$ cat src/rtl/anemo_freq_meter.sv
// Anemometer frequency meter: sync, glitch filter, gated edge count.
// Optional ANEMO_OVERFLOW_FLAG_EN adds the saturation flag output.
module anemo_freq_meter #(
    parameter int CLK_FREQ_HZ = 50000000,
    parameter int GATE_MS     = 1000,
    parameter int FILTER_LEN  = 4,
    parameter int DATA_W      = 8
) (
    input  logic              clk_clk,
    input  logic              reset_reset,
    input  logic              in_freq_anemometre,
    input  logic              continu,
    input  logic              start_stop,
    output logic [DATA_W-1:0] data_anemometre,
    output logic              data_valid,
`ifdef ANEMO_OVERFLOW_FLAG_EN
    output logic              overflow,
`endif
    output logic              busy
);

    localparam int GATE_CYCLES = CLK_FREQ_HZ / 1000 * GATE_MS;
    localparam int GW = (GATE_CYCLES > 1) ? $clog2(GATE_CYCLES) : 1;
    localparam int RW = $clog2(FILTER_LEN);
    localparam logic [GW-1:0]     GATE_LAST = GW'(GATE_CYCLES - 1);
    localparam logic [RW-1:0]     RUN_LAST  = RW'(FILTER_LEN - 1);
    localparam logic [DATA_W-1:0] CNT_MAX   = '1;

    typedef enum logic [1:0] {IDLE, MEASURE, DONE} state_t;

    logic [1:0]        sync_q;
    logic              filt_q, filt_d, filt_prev_q;
    logic [RW-1:0]     run_q, run_d;
    state_t            state_q, state_d;
    logic [GW-1:0]     gate_q, gate_d;
    logic [DATA_W-1:0] cnt_q, cnt_d, cnt_next;
    logic [DATA_W-1:0] data_q, data_d;
    logic              valid_q, valid_d;
    logic              edge_w;
`ifdef ANEMO_OVERFLOW_FLAG_EN
    logic              sat_q, sat_d, ovf_q, ovf_d, hit_w;
`endif

    // Filtered level flips only after FILTER_LEN consecutive differing samples
    always_comb begin
        run_d  = '0;
        filt_d = filt_q;
        if (sync_q[1] != filt_q) begin
            if (run_q == RUN_LAST) filt_d = sync_q[1];
            else run_d = run_q + 1'b1;
        end
    end

    assign edge_w   = filt_q & ~filt_prev_q;
    assign cnt_next = (edge_w && cnt_q != CNT_MAX) ? cnt_q + 1'b1 : cnt_q;
`ifdef ANEMO_OVERFLOW_FLAG_EN
    assign hit_w    = edge_w && (cnt_q == CNT_MAX);
`endif

    always_comb begin
        state_d = state_q;
        gate_d  = gate_q;
        cnt_d   = cnt_q;
        data_d  = data_q;
        valid_d = valid_q;
        busy    = 1'b0;
`ifdef ANEMO_OVERFLOW_FLAG_EN
        sat_d   = sat_q;
        ovf_d   = ovf_q;
`endif
        unique case (state_q)
            IDLE: begin
                if (continu || start_stop) begin
                    state_d = MEASURE;
                    gate_d  = '0;
                    cnt_d   = '0;
`ifdef ANEMO_OVERFLOW_FLAG_EN
                    sat_d   = 1'b0;
                    if (!continu) ovf_d = 1'b0;
`endif
                    if (!continu) valid_d = 1'b0;
                end
            end
            MEASURE: begin
                busy = 1'b1;
                if (gate_q == GATE_LAST) begin
                    // Window end: the edge on this cycle belongs to this window
                    data_d  = cnt_next;
                    valid_d = 1'b1;
                    gate_d  = '0;
                    cnt_d   = '0;
`ifdef ANEMO_OVERFLOW_FLAG_EN
                    ovf_d   = sat_q | hit_w;
                    sat_d   = 1'b0;
`endif
                    if (continu) state_d = MEASURE;
                    else if (start_stop) state_d = DONE;
                    else state_d = IDLE;
                end else begin
                    gate_d = gate_q + 1'b1;
                    cnt_d  = cnt_next;
`ifdef ANEMO_OVERFLOW_FLAG_EN
                    sat_d  = sat_q | hit_w;
`endif
                end
            end
            DONE: begin
                if (continu) begin
                    state_d = MEASURE;
                    gate_d  = '0;
                    cnt_d   = '0;
`ifdef ANEMO_OVERFLOW_FLAG_EN
                    sat_d   = 1'b0;
`endif
                end else if (!start_stop) begin
                    state_d = IDLE;
                    valid_d = 1'b0;
`ifdef ANEMO_OVERFLOW_FLAG_EN
                    ovf_d   = 1'b0;
`endif
                end
            end
            default: state_d = IDLE;
        endcase
    end

    always_ff @(posedge clk_clk or posedge reset_reset) begin
        if (reset_reset) begin
            sync_q      <= '0;
            filt_q      <= 1'b0;
            filt_prev_q <= 1'b0;
            run_q       <= '0;
            state_q     <= IDLE;
            gate_q      <= '0;
            cnt_q       <= '0;
            data_q      <= '0;
            valid_q     <= 1'b0;
`ifdef ANEMO_OVERFLOW_FLAG_EN
            sat_q       <= 1'b0;
            ovf_q       <= 1'b0;
`endif
        end else begin
            sync_q      <= {sync_q[0], in_freq_anemometre};
            filt_q      <= filt_d;
            filt_prev_q <= filt_q;
            run_q       <= run_d;
            state_q     <= state_d;
            gate_q      <= gate_d;
            cnt_q       <= cnt_d;
            data_q      <= data_d;
            valid_q     <= valid_d;
`ifdef ANEMO_OVERFLOW_FLAG_EN
            sat_q       <= sat_d;
            ovf_q       <= ovf_d;
`endif
        end
    end

    assign data_anemometre = data_q;
    assign data_valid      = valid_q;
`ifdef ANEMO_OVERFLOW_FLAG_EN
    assign overflow        = ovf_q;
`endif

endmodule

$ cat config.mk
export PLATFORM = sky130hd
export DESIGN_NAME = anemo_freq_meter
export DESIGN_NICKNAME = d
export VERILOG_FILES = /design/src/rtl/anemo_freq_meter.sv
export SDC_FILE = /design/constraint.sdc
export NUM_CORES = 1
export LEC_CHECK = 0
export ABC_AREA = 0
export CAP_MARGIN = 20
export CORE_MARGIN = 2
export CORE_UTILIZATION = 45
export DETAILED_ROUTE_END_ITERATION = 16
export PLACE_DENSITY = 0.65
export SYNTH_ARGS = -nofsm -noshare
export SYNTH_HDL_FRONTEND = slang
export SYNTH_SLANG_ARGS = --single-unit
$ cat constraint.sdc
create_clock -name clk_clk -period 1.93 [get_ports clk_clk]
set_input_delay 0.386 -clock clk_clk [delete_from_list [all_inputs] [get_ports clk_clk]]
set_output_delay 0.386 -clock clk_clk [all_outputs]
set_load 0.05 [all_outputs]
After elaboration in Yosys (flattened, before gate mapping)

Cells that the tools add are included.

Register bits: 51
Bits of input ports: 5
Output and inout bits: 10

$add $sub $neg: 3
Eq/ne operators: 13
Muxes and demuxes: 25
Bitwise operators: 2
Reductions and logical operators: 9

Operator list:

| operator              | count |
|---|---|
| $mux 26               | 3 |
| $pmux 26 s3           | 1 |
| $mux 8                | 4 |
| $add 26x1->26 const B | 1 |
| $eq 26x26->1 const B  | 1 |
| $pmux 8 s3            | 1 |
| $mux 2                | 8 |
| $ne 2x2->1 const B    | 6 |
| $add 8x1->8 const B   | 1 |
| $ne 8x8->1 const B    | 1 |
| $mux 1                | 6 |
| $pmux 2 s3            | 1 |
| $reduce_and 3->1      | 2 |
| $reduce_and 6->1      | 1 |
| $eq 2x2->1 const B    | 2 |
| $reduce_and 2->1      | 2 |
| $ne 3x3->1 const B    | 1 |
| $pmux 1 s3            | 1 |
| $reduce_bool 3->1     | 1 |
| $add 2x1->2 const B   | 1 |
| $eq 2x1->1 const B    | 1 |
| $logic_not 2->1       | 1 |
| $and 1x1->1           | 1 |
| $logic_and 1x1->1     | 1 |
| other kinds (3)       | 3 |

Logic depth before layout (Yosys ltp)

Depth in word-level cells: 6
Mapped depth: 8
Gate-level depth less buffers: 6

Least setup slack after synthesis

Ideal clock, no wire load.

Kind: register to register
From: reg gate_q[0]
To: reg data_q[0] (netlist: data_anemometre[0])
Arrival time: 1.738 ns
Setup slack: 0.073 ns
Stages on the path, launching flop included: 9
Cells stage by stage: dfrtp_1 > ha_1 > and3_1 > nand3_1 > or4_1 > buf_4 > buf_6 > nand2_1 > o21ai_2

Word-level cells in the longest chain between the ends: 2

RTL lines:

| what                              | RTL line | RTL |
|---|---|---|
| start: declaration                | 35       | `logic [GW-1:0] gate_q, gate_d;` |
| start signal: assignment          | 148      | `gate_q <= gate_d;` |
| $eq 26x26->1                      | 86       | `if (gate_q == GATE_LAST) begin` |
| $reduce_and 2->1 (no source line) | n/a      |  |
| end signal: assignment            | 150      | `data_q <= data_d;` |
| end: declaration                  | 37       | `logic [DATA_W-1:0] data_q, data_d;` |

Every way passes these cells.
A chain may end at the register's enable or synchronous reset.

Worst setup path in the final report

From: reg gate_q[0]
To: reg gate_q[13]

Word-level cells in the longest chain between the ends: 3

RTL lines:

| what                                                 | RTL line | RTL |
|---|---|---|
| $add 26x1->26 / $eq 26x26->1 (equally long branches) | 100, 86  |  |
| $mux 26 (*)                                          | 86       |  |
| $pmux 26 s3 (*)                                      | 71       | `unique case (state_q)` |

Every way passes the cells marked *; elsewhere a longest branch is shown, timed or not.

==> impl_metrics.env <==
export IMPL_clk_pin_slew_ns=0.09
export IMPL_regArea_mm2=0.00128
export IMPL_ios=15
export IMPL_synth_edf_count=0
export IMPL_muxShareOfSynthArea=0.0119
export IMPL_route_vias_total=2078
export IMPL_dr_pass1_iters=4
export IMPL_final_area_mm2=0.00329
export IMPL_synth_fa_ha_area_frac=0.0142
export IMPL_synth_cells=265
export IMPL_critPathKind="register to register"
export IMPL_die_x_um=80.5
export IMPL_grt_max_degree=52
export IMPL_cts_inserted_buffers=5
export IMPL_crit_required_ns=2.12
export IMPL_irDropWorstVdd_mv=0.412
export IMPL_max_freq_mhz=530
export IMPL_synth_top_area_frac=0.484
export IMPL_synth_cell_area_mm2=0.00264
export IMPL_period_needed_ns=1.89
export IMPL_synth_common_cells="dfrtp_1, nor2_1, nand2_1"
export IMPL_synth_distinct_cells=54
export IMPL_die_area_mm2=0.00649
export IMPL_start_kind="register"
export IMPL_synth_most_common_cell="dfrtp_1"
export IMPL_clock_latency_ns=0.31
export IMPL_area_delta_synth_final_pct=24.7
export IMPL_final_nets=328
export IMPL_cts_sinks=51
export IMPL_fillers=499
export IMPL_h_tree_depth=2
export IMPL_max_slew_margin=0.659
export IMPL_place_ws_ns=-0.220
export IMPL_core_area_mm2=0.00557
export IMPL_worst_pin_slew_ns=0.509
export IMPL_drt_total_wl_mm=5.48
export IMPL_synthXorXnorAreaFrac=0.0897
export IMPL_synth_nets=273
export IMPL_synth_flop_cell="dfrtp_1"
export IMPL_end_kind="register"
export IMPL_cts_max_path_buffers=2
export IMPL_fin_crit_sh=0.978
export IMPL_place_congestion=0.802
export IMPL_ys_ff_latch=51
export IMPL_fin_skew_ns=0.0102
export IMPL_setup_viol=0
export IMPL_fp_row_count=27
export IMPL_cts_tree="yes"
export IMPL_drc_errors=0
export IMPL_synth_simple_area_share=0.244
export IMPL_synth_compound_area_share=0.122
export IMPL_track_usage=0.193
export IMPL_drv_cap=0
export IMPL_post_route_util=0.590
export IMPL_yosysTopAreaCell="dfrtp_1"
export IMPL_crit_fanout=23
export IMPL_hold_viol_final=0
export IMPL_cts_hold_buf=0
export IMPL_first_iter_violations=170
export IMPL_status="finished, final reports clean"
export IMPL_multiInputGateArea_mm2=0.00130
export IMPL_fin_cells=393
export IMPL_dpl_hpwl_mm=3.77
export IMPL_ys_seq_area_frac=0.484
export IMPL_antenna_found_initial=0
export IMPL_p_per_area_mw_per_mm2=752
export IMPL_grt_pass1_vias=2030
export IMPL_ys_warn_count=0
export IMPL_n_antenna_cell=0
export IMPL_ant_nets=0
export IMPL_synth_top_family_by_area="simple AND/OR/NAND/NOR gates"
export IMPL_leakage_nw=1.45
export IMPL_die_y_um=80.5
export IMPL_placed_cell_area_mm2=0.00312
export IMPL_worstPathArrival_ns=2.08
export IMPL_grt_pass1_wl_mm=9.61
export IMPL_synth_async_reset_ratio=1.00
export IMPL_setup_ws_ns=0.0433
export IMPL_start_util=0.473
export IMPL_post_place_cells=381
export IMPL_rsz0062_at_grt="true"
export IMPL_via_per_inst=5.29
export IMPL_hold_class="register to register"
export IMPL_cts_root_buffer="clkbuf_8"
export IMPL_wl_per_cell_um=13.9
export IMPL_gr_total_overflow=0
export IMPL_drive_above_1_share=0.231
export IMPL_port_buffers=14
export IMPL_yosys_top_cells_area="dfrtp_1, xnor2_1, nor2_1"
export IMPL_drv_slew=0
export IMPL_syn_area_per_cell_um2=9.95
## area by class of cell
| class | instances | area share |
|---|---|---|
| Tap cell | 72 | 0.0274 |
| Multi-Input combinational cell | 198 | 0.395 |
| Timing Repair Buffer | 57 | 0.151 |
| Sequential cell | 51 | 0.388 |
| Inverter | 7 | 0.00799 |
| Clock buffer | 8 | 0.0304 |
## worst max-delay path, cell delays in order (launching register included)
cell and delay (ns):
dfrtp_1 0.37, ha_2 0.18, and3_4 0.18, nand3_2 0.09
or4_4 0.59, nand2_4 0.26, nor2_1 0.09
## power breakdown
group	total (mW)	internal, mW	switching (mW)
combinational	0.529	0.255	0.274
clock	0.677	0.328	0.349
sequential	1.27	1.17	0.0946
total	2.47	1.76	0.718
## through the flow
step	total power, mW	hold slack (ns)	TNS [ns]
final	2.47	0.365	0
after global routing	2.63	0.376	-1.15
after CTS	2.51	0.372	0
after detailed placement	1.82	0.351	-2.47
after global placement	1.80	0.334	-1.99
after floorplan	1.64	0.331	0
## registers in the layout, summed over array words and instances (netlist names)
register	count
gate_q	26
cnt_q	8
data_anemometre	8
run_q	2
state_q	2
sync_q	2
data_valid	1
filt_prev_q	1
filt_q	1
## routing by layer
metal  vias up  global-route usage  wire, um
li1       1044                   -         -
met1      1006               0.271      2750
met2        22               0.298      2520
met3         6              0.0371       124
met4         0              0.0712        87
met5         -                   0         0
## worst paths after layout
path                             start          to  slack (ns)  cells after the start
setup / recovery             gate_q[0]  gate_q[13]        0.04                      6
hold / removal               sync_q[0]   sync_q[1]        0.37                      0
setup reg to reg             gate_q[0]  gate_q[13]        0.04                      6
hold reg to reg              sync_q[0]   sync_q[1]        0.37                      0
max in group asynchronous  reset_reset   gate_q[0]        1.26                      3
min in group asynchronous  reset_reset  gate_q[15]        0.44                      3
## repair_timing
| action | CTS | global route |
|---|---|---|
| resized for setup | 2 | 9 |
| setup endpoints to repair | 18 | 36 |
| gates cloned | 0 | 1 |
| buffers inserted | 0 | 3 |
| pin swaps | 0 | 3 |
## layout by cell type, fill, tap and decap left out, drive strengths merged, types with 4 or more instances in the layout
master,instances
buf,44
clkdlybuf4s50,13
xnor2,17
nor3,8
inv,7
dfrtp,51
xor2,10
nor2,30
a21oi,8
or3,4
nand3,10
o21ai,16
nand4,9
clkbuf,8
and3,4
nand2,30
nor4,4
## logic make-up (layout without fill, tap and decap cells)
family | after synthesis | after routing
and+or+nand+nor | 121 | 121
DFF | 51 | 51
muxes | 3 | 3
adders and majority gates | 3 | 3
AOI/OAI and AO/OA | 44 | 44
xor gates and xnor gates | 27 | 27
buffers and inverters | 16 | 72
No activity file was read; power rests on OpenSTA's default activity.
